### config.mk
export PLATFORM = sky130hd
export DESIGN_NAME = comb_result_buffer
export DESIGN_NICKNAME = d
export VERILOG_FILES = /design/src/rtl/comb_result_buffer.sv
export SDC_FILE = /design/constraint.sdc
export NUM_CORES = 1
export LEC_CHECK = 0
export ABC_AREA = 1
export CELL_PAD_IN_SITES_DETAIL_PLACEMENT = 1
export CELL_PAD_IN_SITES_GLOBAL_PLACEMENT = 1
export CORE_UTILIZATION = 40
export CTS_CLUSTER_DIAMETER = 150
export DETAILED_ROUTE_END_ITERATION = 12
export PLACE_DENSITY_LB_ADDON = 0.1
export SYNTH_ARGS = -nofsm -noshare
export SYNTH_HDL_FRONTEND = slang
export SYNTH_SLANG_ARGS = --single-unit
### constraint.sdc
create_clock -name clk -period 13.1 [get_ports clk]
set_clock_uncertainty 0.05 [all_clocks]
set_input_delay 1.31 -clock clk [delete_from_list [all_inputs] [get_ports clk]]
set_output_delay 1.31 -clock clk [all_outputs]
set_load 0.02 [all_outputs]
### src/rtl/comb_result_buffer.sv
// Row buffer between the FM x WM x ADJ combination engine and the argmax stage.
// Optional per-row parity checking is enabled by defining COMB_BUF_PARITY_EN.
module comb_result_buffer #(
    parameter int ROWS           = 6,
    parameter int COLS           = 3,
    parameter int DATA_WIDTH     = 16,
    parameter int ROW_ADDR_WIDTH = 3
) (
    input  logic                                 clk,
    input  logic                                 rst,
    input  logic                                 start,
    input  logic                                 wr_valid,
    input  logic [0:COLS-1][DATA_WIDTH-1:0]      wr_row_data,
    output logic                                 wr_ready,
    input  logic [ROW_ADDR_WIDTH-1:0]            read_row_arg,
    output logic [0:COLS-1][DATA_WIDTH-1:0]      fm_wm_adj_out,
    output logic                                 done_comb,
    input  logic                                 consumer_done,
    output logic                                 wr_overflow,
    output logic                                 parity_err
);

    typedef enum logic [1:0] {IDLE, FILL, FULL} state_t;

    localparam logic [ROW_ADDR_WIDTH-1:0] LAST_ROW = ROW_ADDR_WIDTH'(ROWS - 1);

    state_t                          state;
    logic [ROW_ADDR_WIDTH-1:0]       wr_ptr;
    logic [0:COLS-1][DATA_WIDTH-1:0] mem [ROWS];
    logic                            wr_en;
    logic                            addr_ok;

    // start overrides any same-cycle write, so the row offered with it is dropped
    assign wr_en = !start && (state == FILL) && wr_valid;

    always_ff @(posedge clk or posedge rst) begin
        if (rst) begin
            state       <= IDLE;
            wr_ptr      <= '0;
            wr_overflow <= 1'b0;
            for (int i = 0; i < ROWS; i++) mem[i] <= '0;
        end else if (start) begin
            state       <= FILL;
            wr_ptr      <= '0;
            wr_overflow <= 1'b0;
        end else begin
            if (wr_valid && state != FILL) wr_overflow <= 1'b1;
            case (state)
                FILL: begin
                    if (wr_en) begin
                        mem[wr_ptr] <= wr_row_data;
                        if (wr_ptr == LAST_ROW) begin
                            wr_ptr <= '0;
                            state  <= FULL;
                        end else begin
                            wr_ptr <= wr_ptr + ROW_ADDR_WIDTH'(1);
                        end
                    end
                end
                FULL: if (consumer_done) state <= IDLE;
                default: ;
            endcase
        end
    end

    assign wr_ready  = (state == FILL);
    assign done_comb = (state == FULL);

    // Zero-latency read: the consumer samples in the cycle it drives the address
    assign addr_ok       = (state == FULL) && (read_row_arg <= LAST_ROW);
    assign fm_wm_adj_out = addr_ok ? mem[read_row_arg] : '0;

`ifdef COMB_BUF_PARITY_EN
    logic [ROWS-1:0] parity_mem;

    always_ff @(posedge clk or posedge rst) begin
        if (rst) begin
            parity_mem <= '0;
        end else if (wr_en) begin
            parity_mem[wr_ptr] <= ^wr_row_data;
        end
    end

    assign parity_err = addr_ok ? ((^mem[read_row_arg]) ^ parity_mem[read_row_arg]) : 1'b0;
`else
    assign parity_err = 1'b0;
`endif

endmodule
==> results by group, run 1 <==
Global route
  – Total congestion overflow: 0
  – Global-route wire length before repair: 71300 um
  – Global Route Usage Sum: 0.247
  – Vias in the first global route: 13000
  – Antenna violations before repair: 0
  – Pin count of the biggest net entering global routing: 105

Floorplan
  – IO Count: 108
  – Std-Cell Rows: 69
  – Initial Utilization: 0.407
  – Vertical extent of the die: 192 um
  – Overall die width: 192 um
  – Die area: 37000 um^2
  – Core region area: 35700 um^2

Layout
  – Growth of design area from synthesis to finish: 16.9%
  – Fin util: 0.476
  – Total Nets Final: 2057
  – ANT cells: 0
  – Fraction of final layout cells sized beyond drive strength 1: 0.0715

Clock tree
  – Maximum clock path buffer count: 3
  – Number of buffers inserted by post-CTS setup repair: 0
  – CTS Hold Bufs: 0
  – CTS Root Cell: clkbuf_16
  – Inserted Clock Buffers: 37
  – Clock transition at the registers of the reported paths: 0.06 ns
  – Count of cells resized by post-cts repair: 0
  – Clock latency at the later pin of the worst-skew pair: 0.51 ns
  – TritonCTS clock tree: built
  – Number of clock sinks: 294
  – H-tree Lvls: 2

Power and ir drop
  – Maximum vdd drop: 0.0979 mV
  – Power density relative to cell area: 149 nW/um^2
  – Lkg Pwr: 0.00883 uW

Timing
  – Unrepaired setup endpoints after global routing: no
  – Setup total negative slack: 0 ns
  – Highest clock frequency the design can meet: 173 MHz
  – Final min period: 5.78 ns
  – Final number of setup-violating endpoints: 0
  – Crit share post-route: 0.441
  – Final slew viol count: 0
  – Max-Slew Margin vs Limit: 0.303
  – Worst Hold Slack: 0.421 ns
  – Worst slew pin tran: 1.05 ns
  – Final count of hold timing violations: 0

Detailed routing
  – Average routed wire per standard cell: 17.4 um
  – Number of nets with antenna violations after routing: 0
  – # DRC: 12
  – Average via count per standard cell: 4.99
  – Initial DRT Pass Iterations: 10
  – Sum of routed wire length over all layers: 43200 um
  – First-iteration detailed-routing DRC count: 624
  – Total number of vias: 12400

Status
  – Violations in the final reports: DRC
  – Status: complete, but fails checks

Hold path
  – Hold/Removal Path Class: flip-flop to flip-flop

Synth
  – Area of the mapped netlist: 14500 um^2
  – Total number of yosys warnings: 0
  – Register area share after synthesis: 0.507
  – Gate count after technology mapping: 1954
  – Net count after synthesis: 2010
  – Number of storage elements in the synthesis netlist: 294
  – Unique cell type count in the Yosys netlist: 24
  – Post-synthesis area per instance: 7.42 um^2

Placement
  – Gpl congestion: 0.749
  – I/O Buffers: 106
  – Post-detail-place hpwl: 25200 um

Worst setup path
  – Largest fanout on the critical path: 50
  – WP data arrival: 4.42 ns
  – Sort of element at the end of the critical path: output port
  – Startpoint type of the worst setup path: input pin
  – Critical Setup Path Class: input pin to output port
  – Required time of the critical path: 11.74 ns

Flow run
  – Total of max-cap violations: 0
==> layout by cell type, fill, tap and decap left out, types with 2 or more instances in the layout <==
master / instances
nor2_4: 4
dfrtp_1: 294
or2_2: 48
clkdlybuf4s50_1: 104
nor2_1: 6
o211ai_1: 48
clkbuf_1: 8
bufinv_16: 2
clkbuf_16: 39
inv_2: 2
inv_1: 249
nand2_2: 3
nand3_1: 97
buf_4: 20
a21oi_1: 49
nand2_1: 881
inv_8: 2
clkinv_2: 6
clkbuf_8: 8
o21ai_1: 90
o21ai_0: 55
nand3_4: 4
==> cells in the mapped netlist <==
library cell / number / area share
nand2_4: 1 / 0.00078
nand2_1: 884 / 0.23
nand3_4: 1 / 0.0012
nor2_4: 1 / 0.00078
o21ai_1: 91 / 0.031
o211ai_1: 48 / 0.025
o21ai_0: 55 / 0.019
dfrtp_1: 294 / 0.51
buf_6: 13 / 0.010
conb_1: 1 / 0.00026
nor2_2: 2 / 0.00086
buf_2: 42 / 0.014
a21oi_1: 49 / 0.017
clkbuf_1: 53 / 0.014
nand3_2: 3 / 0.0021
or2_2: 48 / 0.021
inv_1: 252 / 0.065
inv_2: 1 / 0.00026
buf_4: 6 / 0.0031
nor2_8: 1 / 0.0014
nor3_2: 1 / 0.00069
nor2_1: 7 / 0.0018
nand3_1: 97 / 0.033
buf_1: 3 / 0.00078
==> metrics by stage <==
step,worst slack [ns],instances,total power (uW),cell area (um^2)
4_1_cts,7.28,2488,2560,17000
6_report,7.32,2488,2530,17000
5_1_grt,7.15,2488,2680,17000
3_3_place_gp,7.32,2423,1500,15700
2_1_floorplan,3.62,1954,1400,14500
3_5_place_dp,7.29,2423,1530,15700
==> final cells by class <==
type,count,area (um^2)
inverters,253,960
well taps,461,577
clock inverters,10,110
fillers,4412,18700
repair buffers,125,1200
clock buffers,55,1120
multi-input cells,1290,5640
flip-flops and latches,294,7360
==> state kept, by name, summed over array words and instances (netlist names) <==
register,count
state,2
wr_ptr,3
wr_overflow,1
mem,288
==> kinds of logic after synthesis <==
kind of cell / share of synthesized area
AO/OA/AOI/OAI: 0.0921
buffers and inverters: 0.108
flip-flops: 0.507
other: 0.000259
AND/OR/NAND/NOR: 0.293
==> routing by layer <==
| metal | GRT usage | routed length [um] |
|---|---|---|
| met5 | 0 | 0 |
| met4 | 0.0572 | 814 |
| met3 | 0.0289 | 1560 |
| met2 | 0.414 | 20300 |
| met1 | 0.342 | 20500 |
==> final timing paths <==
path	startpoint	endpoint	slack, ns	depth (start not counted)
max in group asynchronous	rst	mem[214]	9.55	4
min in group asynchronous	rst	mem[198]	1.23	2
min reg2reg	mem[54]	mem[54]	0.42	2
max	read_row_arg[1]	fm_wm_adj_out[2]	7.32	8
max reg2reg	state[1]	mem[89]	10.70	8
min	mem[54]	mem[54]	0.42	2
==> worst max-delay path, stage by stage <==
cell and delay [ns]:
buf_2 0.07, buf_4 0.62, inv_2 0.46, buf_4 0.41, o21ai_4 0.19, buf_4 0.55, a21oi_1 0.11, clkdlybuf4s50_1 0.58
==> power by group <==
group | internal [uW] | switching, uW
clock | 629 | 395
combinational | 144 | 238
sequential | 1050 | 75.0
total | 1820 | 707
(Power assumes the default switching activity.)
==> inputs of run 2 (changes only) <==
==> constraint.sdc (replaced) <==
create_clock -name clk -period 5.5 [get_ports clk]
set_clock_uncertainty 0.05 [all_clocks]
set_input_delay 0.55 -clock clk [delete_from_list [all_inputs] [get_ports clk]]
set_output_delay 0.55 -clock clk [all_outputs]
set_load 0.02 [all_outputs]
==> run 2 against run 1 <==
Compared with the run above: the run still ends with DRC left; wire length increased by 3.5%; setup slack got worse by 5.6 ns; largest cell class unchanged; utilization about the same; final cell count about the same; sequential cell count unchanged; non-clock buffer count increased by 2; cell area decreased by 0.10%; first-iteration DRC count increased by 0.64%; critical path depth decreased by 2; via count increased by 1.3%; combinational power increased by 140%.
==> results by group, run 2 (same netlist as run 1, synthesis figures left out) <==
Layout
  – Fin util: 0.475
  – Total Nets Final: 2059
  – Most common library cell in the layout ignoring fill and taps: nand2_1
  – ANT cells: 0
  – Most flop-heavy register: mem
  – Top library cells by usage in the layout, fill and taps aside: 881 x nand2_1, 294 x dfrtp_1, 249 x inv_1, 104 x clkdlybuf4s50_1, 97 x nand3_1
  – Filler Cell Count: 4445
  – Fraction of final layout cells sized beyond drive strength 1: 0.0706
  – Flip-flop count of the largest register after layout: 288
  – Area of all placed cells without fillers: 16900 um^2
  – Largest registers in the final layout: mem (288), wr_ptr (3), state (2)
  – Growth of design area from synthesis to finish: 16.8%

Floorplan
  – IO Count: 108
  – Overall die width: 192 um
  – Std-Cell Rows: 69
  – Initial Utilization: 0.407
  – Core region area: 35700 um^2
  – Vertical extent of the die: 192 um
  – Die area: 37000 um^2

Detailed routing
  – Total number of vias: 12600
  – # DRC: 14
  – Average routed wire per standard cell: 18.0 um
  – Number of nets with antenna violations after routing: 0
  – Sum of routed wire length over all layers: 44700 um
  – Average via count per standard cell: 5.05
  – Initial DRT Pass Iterations: 9
  – First-iteration detailed-routing DRC count: 628

Clock tree
  – Clock transition at the registers of the reported paths: 0.06 ns
  – TritonCTS clock tree: built
  – CTS Hold Bufs: 0
  – Maximum clock path buffer count: 3
  – H-tree Lvls: 2
  – Number of buffers inserted by post-CTS setup repair: 0
  – Inserted Clock Buffers: 37
  – Clock latency at the later pin of the worst-skew pair: 0.50 ns
  – CTS Root Cell: clkbuf_16
  – Number of clock sinks: 294
  – Count of cells resized by post-cts repair: 0

Global route
  – Global Route Usage Sum: 0.253
  – Total congestion overflow: 0
  – Antenna violations before repair: 0
  – Vias in the first global route: 13200
  – Pin count of the biggest net entering global routing: 142
  – Global-route wire length before repair: 72600 um

Placement
  – Post-placement setup slack: 1.77 ns
  – Post-detail-place hpwl: 25700 um
  – Gpl congestion: 0.759
  – Placed Instance Area: 15800 um^2
  – I/O Buffers: 106

Timing
  – Highest clock frequency the design can meet: 266 MHz
  – Unrepaired setup endpoints after global routing: no
  – Crit share post-route: 0.683
  – Post-route worst setup slack: 1.74 ns
  – Setup total negative slack: 0 ns
  – Final min period: 3.76 ns
  – Final number of setup-violating endpoints: 0
  – Final count of hold timing violations: 0
  – Final slew viol count: 0
  – Worst slew pin tran: 1.20 ns
  – Max-Slew Margin vs Limit: 0.203

Worst setup path
  – Largest fanout on the critical path: 95
  – Critical Setup Path Class: input pin to output port
  – Sort of element at the end of the critical path: output port
  – Startpoint type of the worst setup path: input pin
  – Start point of the critical path: read_row_arg[0]
  – Required time of the critical path: 4.90 ns
  – R2r startpoint: state[1]
  – WP data arrival: 3.16 ns

Power and ir drop
  – Lkg Pwr: 0.00881 uW
  – Total power after layout: 5960 uW
  – Maximum vdd drop: 0.206 mV
  – Power density relative to cell area: 352 nW/um^2

Hold path
  – Hold/Removal Path Class: input pin to async pin

Status
  – Status: complete, but fails checks
  – Violations in the final reports: DRC

Flow run
  – Total of max-cap violations: 0
run 2: cell count changes in the layout (fill, tap and decap cells not counted):
cell	delta
clkbuf_8	-4
clkbuf_1	+1
buf_12	+2
inv_8	-2
clkinvlp_4	+1
inv_6	+1
run 2: final timing paths:
| check | slack, ns | depth (start not counted) | end |
|---|---|---|---|
| max | 1.74 | 6 | fm_wm_adj_out[37] |
| min in group clk | 0.42 | 2 | mem[95] |
| max in group asynchronous | 3.86 | 3 | mem[25] |
| min | 0.38 | 2 | mem[247] |
| min reg2reg | 0.42 | 2 | mem[95] |
| max reg2reg | 3.04 | 8 | mem[48] |
run 2: cell type report:
class | count | area (um^2) | share of cell area
clock buffer | 52 | 1060 | 0.0629
clock inverter | 10 | 108 | 0.00635
inverter | 253 | 956 | 0.0564
tap | 461 | 577 | 0.0340
multi-input combinational | 1290 | 5640 | 0.333
timing repair buffer | 127 | 1240 | 0.0730
sequential | 294 | 7360 | 0.434
run 2: through the flow:
| step | hold WS, ns | instances |
|---|---|---|
| CTS | 0.375 | 2487 |
| global placement | 0.403 | 2425 |
| detailed placement | 0.407 | 2425 |
| floorplan | 0.391 | 1954 |
| finish | 0.379 | 2487 |
| global route | 0.414 | 2487 |
run 2: per-layer routing:
metal,global-route usage,wire length [um]
met5,0,0
met4,0.0651,965
met3,0.0275,1500
met2,0.415,20700
met1,0.355,21600
run 2: power breakdown:
group | leakage (uW) | internal, uW | switching (uW)
clock network | 0.000581 | 1440 | 926
logic | 0.00430 | 345 | 572
registers | 0.00393 | 2500 | 180
run 2: worst max-delay path, stage by stage:
cell             delay, ns
buf_4                 0.13
inv_4                 0.80
buf_4                 0.44
o211ai_1              0.15
a21oi_1               0.33
clkdlybuf4s50_1       0.67
